File: src/rtl/neuron_pkg.sv
// Shared types and helpers for the neuron sequencer: FSM state encoding,
// default datapath widths and the ReLU gate.
package neuron_pkg;

    typedef enum logic [1:0] {
        IDLE  = 2'd0,
        ACCUM = 2'd1,
        ACT   = 2'd2,
        OUT   = 2'd3
    } state_t;

    localparam int W_DEF = 8;
    localparam int M_DEF = 18;

    // ReLU gate on a sign-extended accumulator: pass only strictly positive
    // values, so an exact zero maps to zero like any negative value.
    function automatic logic relu_pass(input logic signed [63:0] v);
        return v > 64'sd0;
    endfunction

endpackage

File: src/rtl/neuron_mac.sv
// Combinational multiply-accumulate step: acc + sext(x*w).
// Saturating addition when NEURON_SATURATE_EN is defined, wrap-around otherwise.
module neuron_mac
    import neuron_pkg::*;
#(
    parameter int W = W_DEF,
    parameter int M = M_DEF
) (
    input  logic signed [M-1:0] acc,
    input  logic signed [W-1:0] x,
    input  logic signed [W-1:0] w,
    output logic signed [M-1:0] sum
);

    logic signed [2*W-1:0] prod;
    logic signed [M-1:0]   prod_ext;

    assign prod     = (2*W)'(x) * (2*W)'(w);
    assign prod_ext = M'(prod);

`ifdef NEURON_SATURATE_EN
    // Overflow only when both operands share a sign and the result flips it.
    function automatic logic signed [M-1:0] sat_add(input logic signed [M-1:0] a,
                                                    input logic signed [M-1:0] b);
        logic signed [M-1:0] r;
        r = a + b;
        if ((a[M-1] == b[M-1]) && (r[M-1] != a[M-1])) begin
            r = a[M-1] ? {1'b1, {(M-1){1'b0}}} : {1'b0, {(M-1){1'b1}}};
        end
        return r;
    endfunction

    assign sum = sat_add(acc, prod_ext);
`else
    assign sum = acc + prod_ext;
`endif

endmodule

File: src/rtl/neuron_sequencer.sv
// Single-neuron evaluation controller: bias capture, N-beat MAC over a
// valid/ready stream, ReLU, and a held valid/ready result. Option: NEURON_SATURATE_EN.
module neuron_sequencer
    import neuron_pkg::*;
#(
    parameter int N = 4,
    parameter int W = W_DEF,
    parameter int M = M_DEF
) (
    input  logic                clk,
    input  logic                rst,
    input  logic                start,
    input  logic signed [W-1:0] bias,
    input  logic signed [W-1:0] x_data,
    input  logic signed [W-1:0] w_data,
    input  logic                x_valid,
    output logic                x_ready,
    output logic signed [M-1:0] y_data,
    output logic                y_valid,
    input  logic                y_ready,
    output logic                busy
);

    localparam int CW = (N > 1) ? $clog2(N) : 1;
    localparam logic [CW-1:0] LAST = CW'(N - 1);

    state_t              state;
    logic signed [M-1:0] acc;
    logic signed [M-1:0] mac_sum;
    logic signed [M-1:0] relu_y;
    logic [CW-1:0]       cnt;

    assign x_ready = (state == ACCUM);
    assign busy    = (state != IDLE);
    assign relu_y  = relu_pass(64'(acc)) ? acc : '0;

    neuron_mac #(.W(W), .M(M)) u_mac (
        .acc (acc),
        .x   (x_data),
        .w   (w_data),
        .sum (mac_sum)
    );

    always_ff @(posedge clk) begin
        if (rst) begin
            state   <= IDLE;
            acc     <= '0;
            cnt     <= '0;
            y_data  <= '0;
            y_valid <= 1'b0;
        end else begin
            case (state)
                IDLE: begin
                    if (start) begin
                        acc   <= M'(bias);
                        cnt   <= '0;
                        state <= ACCUM;
                    end
                end
                ACCUM: begin
                    if (x_valid) begin
                        acc <= mac_sum;
                        cnt <= cnt + 1'b1;
                        if (cnt == LAST) state <= ACT;
                    end
                end
                ACT: begin
                    y_data  <= relu_y;
                    y_valid <= 1'b1;
                    state   <= OUT;
                end
                OUT: begin
                    // Result (y_data) stays visible after the handshake.
                    if (y_ready) begin
                        y_valid <= 1'b0;
                        state   <= IDLE;
                    end
                end
                default: state <= IDLE;
            endcase
        end
    end

endmodule
File: config.mk
export PLATFORM = sky130hd
export DESIGN_NAME = neuron_sequencer
export DESIGN_NICKNAME = d
export VERILOG_FILES = /design/src/rtl/neuron_pkg.sv /design/src/rtl/neuron_mac.sv /design/src/rtl/neuron_sequencer.sv
export SDC_FILE = /design/constraint.sdc
export NUM_CORES = 1
export LEC_CHECK = 0
export CAP_MARGIN = 25
export CORE_ASPECT_RATIO = 0.9
export CORE_MARGIN = 3
export CORE_UTILIZATION = 35
export DETAILED_ROUTE_END_ITERATION = 8
export GPL_ROUTABILITY_DRIVEN = 0
export GPL_TIMING_DRIVEN = 0
export MAX_ROUTING_LAYER = met4
export SYNTH_ARGS = -nofsm -noshare
export SYNTH_HDL_FRONTEND = slang
export SYNTH_SLANG_ARGS = --single-unit
File: constraint.sdc
create_clock -name clk -period 14.8 [get_ports clk]
set_input_delay 4.44 -clock clk [delete_from_list [all_inputs] [get_ports clk]]
set_output_delay 4.44 -clock clk [all_outputs]
set_load 0.005 [all_outputs]
==> results.sh <==
export IMPL_final_util=0.427
export IMPL_port_buffers=47
export IMPL_multi_input_area_mm2=0.00374
export IMPL_grt_pass1_wl_mm=18.7
export IMPL_regArea_um2=821
export IMPL_hold_violations=0
export IMPL_path_buf_inv=3
export IMPL_synth_ff_type="dfxtp_1"
export IMPL_dr_pass1_iters=4
export IMPL_cts_path_max_buffers=2
export IMPL_pin_count=50
export IMPL_die_h_um=119
export IMPL_postRouteAntennaNets=0
export IMPL_worstSkewPairLatency_ns=0.29
export IMPL_cts_hold_buf=0
export IMPL_cts_tree="yes"
export IMPL_final_setup_worst_slack_ns=5.10
export IMPL_synth_edf_count=0
export IMPL_crit_chain="clkdlybuf4s50_1, and2_1, inv_1, fa_1, inv_1, fa_1, fa_1, fa_1, fa_1, ha_1, o21a_1, o2111ai_1, o21ai_2, o31ai_1, xor2_1, o21ai_0"
export IMPL_syn_inst=517
export IMPL_drive_gt1_frac=0.0367
export IMPL_antenna_found_initial=0
export IMPL_syn_to_final_growth_pct=17.2
export IMPL_grt_ovfl_total=0
export IMPL_yosysSeqAreaShare=0.166
export IMPL_ys_warn_count=0
export IMPL_place_area_mm2=0.00565
export IMPL_dp_hpwl_mm=9.15
export IMPL_cp_end_kind="flip-flop"
export IMPL_numCtsBuffers=5
export IMPL_clk_pin_slew_ns=0.06
export IMPL_switching_share=0.499
export IMPL_min_period_ns=9.70
export IMPL_slew_viol_final=0
export IMPL_arrival_ns=9.87
export IMPL_start_kind="input pin"
export IMPL_max_slew_margin_rel=0.534
export IMPL_layout_commonest_cell="inv_1"
export IMPL_switchingPower_uw=714
export IMPL_htreeDepth=2
export IMPL_async_reset_ff_frac=0
export IMPL_setup_tns_ns=0
export IMPL_ir_drop_uv=131
export IMPL_rsz0062_at_grt="false"
export IMPL_routedWlPerCell_um=13.9
export IMPL_crit_family="adder cells"
export IMPL_status="completed"
export IMPL_cts_setup_buffers=0
export IMPL_place_ws_ns=4.75
export IMPL_cp_slowest_cell="clkdlybuf4s50_1"
export IMPL_die_area_mm2=0.0156
export IMPL_skew_ns=0.00375
export IMPL_startpoint="x_data[7]"
export IMPL_layout_common_cells="inv_1 (89), fa_1 (80), ha_1 (48), clkdlybuf4s50_1 (47), dfxtp_1 (41)"
export IMPL_pwr_share_comb=0.804
export IMPL_ctsResizeCount=0
export IMPL_row_count=40
export IMPL_drtIter0Drc=164
export IMPL_cts_root_buf="clkbuf_16"
export IMPL_core_mm2=0.0136
export IMPL_crit_path_frequent_cell="fa_1"
export IMPL_diodes=0
export IMPL_cts_sinks=41
export IMPL_initial_utilization=0.364
export IMPL_worst_pin_slew_ns=0.697
export IMPL_hp_start="y_data[16]$_SDFFE_PP0P_"
export IMPL_p_seq_frac=0.123
export IMPL_internal_power_uw=717
export IMPL_vias=3672
export IMPL_synthDistinctLibCells=49
export IMPL_fill_cells=1343
export IMPL_leakagePower_uw=0.00267
export IMPL_cpPeakStageDelay_ns=0.65
export IMPL_grt_pass1_vias=3818
export IMPL_cap_violations=0
export IMPL_die_w_um=131
export IMPL_grt_total_usage=0.149
export IMPL_reg2reg_from="acc[4]$_SDFFE_PP0P_"
export IMPL_syn_area_mm2=0.00494
export IMPL_critPathRequiredTime_ns=14.97
export IMPL_layout_cells_non_filler=761
export IMPL_synth_nets=674
export IMPL_path_max_fanout=11
export IMPL_setup_viol=0
export IMPL_power_density_mw_per_mm2=247
export IMPL_remaining_drc_errors=0
export IMPL_placed_cells=753
export IMPL_synth_seq_cells=41
export IMPL_fmax_mhz=103
export IMPL_finalWirelength_mm=10.6
export IMPL_period_share=0.655
export IMPL_nNetsFinal=728
export IMPL_stdcell_area_mm2=0.00579
export IMPL_crit_type="in -> reg"
export IMPL_postSynthAreaPerCell_um2=9.56
export IMPL_vias_per_cell=4.83
export IMPL_hold_class="reg -> reg"
export IMPL_power_frac_clock=0.074
export IMPL_grt_max_degree=14
-- worst register-to-register path, cell delays in order (launching register included) --
cell and delay, ns:
dfxtp_1 0.38, inv_1 0.10, fa_1 0.54, inv_1 0.05, fa_1 0.46, ha_1 0.29, inv_1 0.05, fa_1 0.53
inv_1 0.04, ha_1 0.28, ha_1 0.24, fa_1 0.41, a21o_1 0.20, a21o_4 0.23, a2111oi_4 0.43, o21bai_1 0.15
mux2i_1 0.17, o31ai_1 0.08
-- power by group through the flow --
stage	combinational [µW]	clock [µW]	sequential (µW)
floorplan	918	0	166
global route	1330	112	182
detailed placement	1160	0	179
finish	1150	105	176
global placement	1150	0	179
CTS	1170	108	177
-- Yosys cell counts, types with 2 or more instances --
master	number	area [µm²]
o21bai_1	4	30.0
a211oi_1	10	75.1
nor2b_1	3	18.8
o21ai_2	2	17.5
nor3_1	8	40.0
nor4_1	4	25.0
nor4b_2	2	30.0
a21o_1	4	30.0
nand2b_1	6	37.5
fa_1	80	1600
dfxtp_1	41	821
clkbuf_1	7	26.3
xnor2_1	10	87.6
o21ai_1	2	10.0
nand4_1	4	25.0
or3_1	3	18.8
ha_1	48	601
mux2i_1	8	80.1
and2_1	33	206
a22o_1	15	131
o21a_1	2	15.0
nand2_1	35	131
nor2_1	39	146
nand3_1	4	20.0
o31ai_1	2	15.0
xor2_1	5	43.8
o21ai_0	8	40.0
buf_2	3	15.0
a21oi_1	17	85.1
inv_1	89	334
-- sequential cells by signal (all words and copies together), names as in the netlist --
signal,count
cnt,2
y_valid,1
state,2
acc,18
y_data,18
-- through the flow --
stage,power (µW),hold WS [ns]
finish,1430,0.471
global route,1630,0.491
CTS,1460,0.475
detailed placement,1340,0.461
global placement,1320,0.442
floorplan,1080,0.455
-- path summary, 6_finish.rpt --
kind                             endpoint  slack (ns)  cells after the start
hold / removal    y_data[16]$_SDFFE_PP0P_        0.47                      2
setup / recovery     acc[15]$_SDFFE_PP0P_        5.10                     16
setup reg to reg     acc[12]$_SDFFE_PP0P_       10.04                     17
hold reg to reg   y_data[16]$_SDFFE_PP0P_        0.47                      2
-- metal layers --
layer	track usage	share of wire
met5	-	0
met4	0.0197	0.0064
met3	0.0255	0.035
met2	0.245	0.50
met1	0.199	0.46
-- area by class of cell --
| type | count | area share |
|---|---|---|
| Multi-Input combinational cell | 376 | 0.646 |
| Sequential cell | 41 | 0.142 |
| Timing Repair Buffer | 47 | 0.0812 |
| Inverter | 90 | 0.0583 |
| Tap cell | 189 | 0.0408 |
| Clock buffer | 5 | 0.0216 |
| Buffer | 10 | 0.00713 |
| Clock inverter | 3 | 0.00302 |
-- kinds of logic (layout without fill, tap and decap cells) --
group / count (synthesis) / count (layout) / share of synthesized area
AND/OR/NAND/NOR: 147 / 147 / 0.151
buffers and inverters: 100 / 155 / 0.0767
multiplexers: 8 / 8 / 0.0162
XOR/XNOR: 15 / 15 / 0.0266
flip-flops: 41 / 41 / 0.166
AO/OA/AOI/OAI: 78 / 78 / 0.118
adder cells (fa/ha/maj): 128 / 128 / 0.446
Note: power is estimated with default switching activity, not from simulation.
